[config.mk]
export PLATFORM = sky130hd
export DESIGN_NAME = wb_mem_slave
export DESIGN_NICKNAME = d
export VERILOG_FILES = /design/src/rtl/wb_mem_slave.sv
export SDC_FILE = /design/constraint.sdc
export NUM_CORES = 2
export LEC_CHECK = 0
export BUFFER_PORTS_ARGS = -buffer_cell sky130_fd_sc_hd__buf_4
export CORE_MARGIN = 4
export CORE_UTILIZATION = 50
export DETAILED_ROUTE_END_ITERATION = 6
export PLACE_DENSITY_LB_ADDON = 0.3
export SLEW_MARGIN = 20
export SYNTH_ARGS = -nofsm -noshare
export SYNTH_HDL_FRONTEND = slang
export SYNTH_SLANG_ARGS = --single-unit
[constraint.sdc]
create_clock -name clk_i -period 8.43 [get_ports clk_i]
set_input_delay 0.843 -clock clk_i [delete_from_list [all_inputs] [get_ports clk_i]]
set_output_delay 0.843 -clock clk_i [all_outputs]
set_load 0.01 [all_outputs]
[src/rtl/wb_mem_slave.sv]
// wb_mem_slave: pipelined Wishbone memory slave with a fixed ack latency.
//
// A single-port word memory sits behind a Wishbone pipelined slave port.
// Every accepted request (read or write) travels down a G_LATENCY-stage
// shift pipeline and produces exactly one ack G_LATENCY cycles after it was
// accepted. An outstanding-request counter throttles acceptance through
// wb_stall_o. Dropping wb_cyc_i aborts the cycle and discards pending acks;
// writes that were already accepted stay in memory.
//
// Parameters:
//   G_ADDR_SIZE        address bits decoded (memory depth 2**G_ADDR_SIZE)
//   G_DATA_SIZE        word width in bits
//   G_LATENCY          cycles from acceptance to ack, 1..4
//   G_MAX_OUTSTANDING  accepted-but-unacknowledged limit, 1..G_LATENCY
//
// Ports:
//   clk_i       clock, all logic on the rising edge
//   rst_i       synchronous active-high reset (memory contents are kept)
//   wb_cyc_i    bus cycle active; low aborts all pending requests
//   wb_stb_i    request strobe
//   wb_stall_o  request cannot be accepted this cycle
//   wb_addr_i   word address, only the low G_ADDR_SIZE bits are decoded
//   wb_we_i     1 = write, 0 = read
//   wb_data_i   write data
//   wb_ack_o    one pulse per accepted request
//   wb_data_o   read data during a read ack, zero otherwise
module wb_mem_slave #(
  parameter int G_ADDR_SIZE       = 8,
  parameter int G_DATA_SIZE       = 16,
  parameter int G_LATENCY         = 2,
  parameter int G_MAX_OUTSTANDING = 2
) (
  input  logic                   clk_i,
  input  logic                   rst_i,
  input  logic                   wb_cyc_i,
  input  logic                   wb_stb_i,
  output logic                   wb_stall_o,
  input  logic [15:0]            wb_addr_i,
  input  logic                   wb_we_i,
  input  logic [G_DATA_SIZE-1:0] wb_data_i,
  output logic                   wb_ack_o,
  output logic [G_DATA_SIZE-1:0] wb_data_o
);

  localparam int CNT_W = $clog2(G_MAX_OUTSTANDING + 1);
  localparam logic [CNT_W-1:0] CNT_MAX = CNT_W'(G_MAX_OUTSTANDING);

  logic [G_DATA_SIZE-1:0] mem [2**G_ADDR_SIZE];

  logic [G_ADDR_SIZE-1:0] word_addr;
  logic                   accept;
  logic                   flush;
  logic                   last_valid;
  logic                   last_read;
  logic [G_DATA_SIZE-1:0] last_data;
  logic [CNT_W-1:0]       count_reg;
  logic [CNT_W-1:0]       count_next;

  // Upper address bits are ignored, so addresses alias modulo the depth.
  assign word_addr = wb_addr_i[G_ADDR_SIZE-1:0];

  if (G_ADDR_SIZE < 16) begin : g_addr_unused
    logic unused_addr_bits;
    assign unused_addr_bits = ^wb_addr_i[15:G_ADDR_SIZE];
  end

  // Reset and bus-cycle abort both wipe the pending requests.
  assign flush = rst_i || !wb_cyc_i;

  // Stall depends on registered state only. A request leaving the pipeline
  // this cycle frees a slot, so a full counter does not stall in that case.
  assign wb_stall_o = !rst_i && (count_reg == CNT_MAX) && !last_valid;
  assign accept     = wb_cyc_i && wb_stb_i && !wb_stall_o && !rst_i;

  // Ack is gated by cyc/rst so nothing escapes during an abort or reset.
  assign wb_ack_o  = wb_cyc_i && !rst_i && last_valid;
  assign wb_data_o = (wb_ack_o && last_read) ? last_data : '0;

  always_ff @(posedge clk_i) begin
    if (accept && wb_we_i) begin
      mem[word_addr] <= wb_data_i;
    end
  end

  // Latency pipeline. Stage 0 holds the registered memory read, so the read
  // reflects memory as it stood at the accepting edge (writes accepted on
  // earlier edges are visible).
  for (genvar gi = 0; gi < G_LATENCY; gi++) begin : g_stage
    logic                   valid_reg;
    logic                   read_reg;
    logic [G_DATA_SIZE-1:0] data_reg;

    if (gi == 0) begin : g_head
      always_ff @(posedge clk_i) begin
        if (flush) begin
          valid_reg <= 1'b0;
        end else begin
          valid_reg <= accept;
        end
        if (accept) begin
          read_reg <= !wb_we_i;
          data_reg <= mem[word_addr];
        end
      end
    end else begin : g_tail
      always_ff @(posedge clk_i) begin
        if (flush) begin
          valid_reg <= 1'b0;
        end else begin
          valid_reg <= g_stage[gi-1].valid_reg;
        end
        read_reg <= g_stage[gi-1].read_reg;
        data_reg <= g_stage[gi-1].data_reg;
      end
    end
  end

  assign last_valid = g_stage[G_LATENCY-1].valid_reg;
  assign last_read  = g_stage[G_LATENCY-1].read_reg;
  assign last_data  = g_stage[G_LATENCY-1].data_reg;

  // Outstanding requests: acceptance and ack in the same cycle cancel out.
  always_comb begin
    count_next = count_reg;
    if (accept && !wb_ack_o) begin
      count_next = count_reg + CNT_W'(1);
    end else if (!accept && wb_ack_o) begin
      count_next = count_reg - CNT_W'(1);
    end
  end

  always_ff @(posedge clk_i) begin
    if (flush) begin
      count_reg <= '0;
    end else begin
      count_reg <= count_next;
    end
  end

endmodule
# Yosys cells after proc, flatten, opt, wreduce, memory -nomap -nowiden
# Memories as Yosys holds them, arrays and structs flattened. A register that Yosys moved wholly into a read port is not among the register bits.
# Cells that the tools add are included.
# W data, S select, Z words.
# classes
n_addsub	2
eq_ne	1
mux	5
reduce_logical	20
# op_table
op	count
$mux W16	1
$logic_and A1 B1 Y1	11
$logic_not A1 Y1	7
$mux W2	2
$add A2 B1 Y2 const B	1
$eq A2 B2 Y1 const B	1
$mux W1	2
$reduce_bool A2 Y1	1
$sub A2 B1 Y2 const B	1
$logic_or A1 B1 Y1	1
# totals
reg_bits	22
mem_bits_rw	4096
inputBits	37
out_inout_bits	18
word_cells	35
mem_count	1
# mem_list
name	words	word_bits	read_ports	rd_ports_with_merged_regs	wr	line_no	text
mem	256	16	1	1	1	48	logic [G_DATA_SIZE-1:0] mem [2**G_ADDR_SIZE];

# Longest topological paths before layout
# logic_depth
word_depth	10
depth_mapped	9
ltp_nobuf	7

# Worst setup path after synthesis
# Ideal clock, no wire load.
# synth_timing
path_kind	input -> register
startpoint	input port wb_addr_i[1]
endpoint	memory mem[114][0], enable pin
setup_ns	0.388
arrival_ns	3.039
required_time_ns	8.042
slack_ns	5.002
path_stages	9
path_cell_list	buf_2 > buf_2 > buf_2 > buf_4 > inv_1 > nor3_1 > nand2_1 > buf_2 > nor2_1
# synth_rtl
element	line_no	text
start, declared	38	input logic [15:0] wb_addr_i,
end, declared	48	
# No word-level cell before the write port.

==> results.md <==
- R2R Setup Slk: 4.20 ns
- Hold Startpoint: wb_we_i
- Period utilization: 53.9%
- Most frequent cells in the layout: edfxtp_1, mux4_2, a22oi_1, clkbuf_16, buf_4
- Synth unique cells: 27
- Cell Area, Placed: 163000 um^2
- Post-CTS Resized: 0
- Mapped Cells: 6763
- Final Hold Vio Count: 0
- Max-slew violations: 0
- # clock sinks: 4134
- MaxCap Viol Count: 0
- Buffers on Ports: 46
- H-tree depth: 5
- Hold Path Class: in -> reg
- Max FO, Critical Path: 122
- Clk Latency, worst-skew pair: 0.97 ns
- DR DRC count: 0
- Num CTS Buffers: 401
- Pre-Repair DR Iteration Count: 6
- Max FFs per register: 4096
- Placed insts: 10900
- Routed Wire Length: 383000 um
- Seq/Total Area, Yosys: 79.5%
- Clock tree from TritonCTS: yes
- DR WL/cell: 33.0 um
- Final setup margin: 3.88 ns
- Critical path origin: wb_addr_i[1]
- Core box area: 310000 um^2
- Worst Path Required: 9.06 ns
- Critical path class: in -> reg
- Pre-CTS setup slack: 2.89 ns
- Via Count: 74000
- Startpoint Class: input pin
- Syn Std Cell Area: 156000 um^2
- Largest net degree at the start of global routing: 186
- Leak: 0.0539 uW
- Initial antenna violation count: 11
- Worst R2R End: mem[142][9]
- Tmin final: 4.55 ns
- Clk buf depth: 4
- Total Neg Setup Slack: 0 ns
- Most common cell after layout, fill and taps aside: edfxtp_1
- Share of layout cells above drive strength 1: 27.6%
- Routability congestion estimate: 0.804
- Setup crit end kind: flip-flop
- Clock Root Buffer: clkbuf_16
- Global router's overall resource usage: 23.6%
- Worst Setup EP: g_stage[0].data_reg[10]
- Vias in the first global route: 73900
- FF-to-FF path depth: 7
- # setup viols final: 0
- Final setup skew: 0.0584 ns
- Outcome: complete, no violations
- Slew headroom: 14.1%
- Worst R2R Start: count_reg[0]
- Seq cells post-synth: 4134
- DIE WIDTH: 567 um
- Fin nets: 7180
- First-pass GRT wire length: 548000 um
- Pwr Density: 238 nW/um^2
- Final Instance Area: 176000 um^2
- RSZ-0062 raised after global routing: false
- Worst Path Arrival: 5.17 ns
- Multi-input logic area: 30600 um^2
- Fmax: 0.220 GHz
- Final cell count without fillers: 11600
- Clock-pin transition on the worst setup and hold timing paths: 0.06 ns
- Postcts setup bufs: 0
- Count of yosys warnings during synthesis: 0
- Layout area overhead: 12.9%
- Final ANT Viol Nets: 0
- Die height: 567 um
- Post-DP HPWL: 215000 um
- IO Pins: 55
- VDD IR max: 0.181 mV
- Full die area: 321000 um^2
- DR iter-0 viols: 9908
- Fill count: 21800
- Initial Utilization: 50.4%
- FP Rows: 204
- Synthesized net count: 6801
- Slew of the pin with the lowest slew margin: 1.27 ns
- CTS Hold Bufs: 0
- Via-per-instance ratio: 6.38
- Remaining Overflow, GRT: 0
- Mean Syn Cell Area: 23.1 um^2
- Register Area: 124000 um^2
==> stage by stage <==
stage / total power, uW / util, % / hold slack [ns]
floorplan: 24000 / - / 0.323
global placement: 24800 / 52.6 / 0.326
detailed placement: 24800 / 52.7 / 0.328
CTS: 42200 / 56.8 / 0.144
global route: 43200 / 56.8 / 0.174
finish: 42000 / 56.9 / 0.205
==> metal layers <==
metal | GRT usage, % | up-vias | wire [um]
met5 | 0 | - | 45
met4 | 8.15 | 6 | 15000
met3 | 4.84 | 705 | 37000
met2 | 37.4 | 3754 | 186000
met1 | 33.2 | 39600 | 145000
li1 | - | 29900 | -
==> synthesized netlist by cell type, drive strengths merged <==
cell type     n  area (um^2)
edfxtp     4113       124000
mux4       1024        23100
a22oi       512         3840
nor2        261          980
a21oi       257         1290
clkbuf      246          923
buf         167          850
o41ai        64          561
nand2        29          109
dfxtp        21          420
and2         20          125
nand4        17          106
nor2b         7         43.8
inv           4         15.0
nand3         4         20.0
nor3          4         20.0
and3          3         18.8
nand2b        3         18.8
xor2          2         17.5
ha            1         12.5
o21ai         1         5.00
or2           1         6.26
or3           1         6.26
or3b          1         8.76
==> power breakdown <==
part	switching [uW]	internal [uW]
logic	1150	594
clock network	7550	10100
registers	6.11	22600
==> critical path, cell delays in order <==
cell,delay (ns)
buf_8,0.57
buf_12,0.43
buf_12,0.52
mux4_2,0.41
a22oi_1,0.38
a21oi_1,0.36
o41ai_2,1.08
nand4_1,0.16
==> cell families after synthesis <==
group,after synthesis,synth area share [%]
flip-flops,4134,79.5
multiplexers,1024,14.8
AND/OR/NAND/NOR,351,0.938
XOR/XNOR,2,0.0112
buffers and inverters,417,1.15
AO/OA/AOI/OAI,834,3.65
adder cells (fa/ha/maj),1,0.00802
==> worst min-delay path by stage <==
stage / slack, ns / depth (start not counted) / endpoint
3_5_place_dp: 0.33 / 0 / g_stage[1].read_reg
5_1_grt: 0.17 / 2 / g_stage[0].read_reg
4_1_cts: 0.14 / 2 / g_stage[0].read_reg
2_1_floorplan: 0.32 / 0 / g_stage[1].data_reg[0]
3_3_place_gp: 0.33 / 0 / g_stage[1].read_reg
6_report: 0.20 / 2 / g_stage[0].read_reg
==> area by class of cell <==
cell class / instances / share of cell area (%)
multi-input combinational: 2212 / 17.4
inverter: 4 / 0.00853
sequential: 4134 / 70.4
clock buffer: 499 / 5.99
antenna: 11 / 0.0156
clock inverter: 229 / 1.34
tap: 4120 / 2.93
timing repair buffer: 389 / 1.93
(Power assumes the default switching activity.)
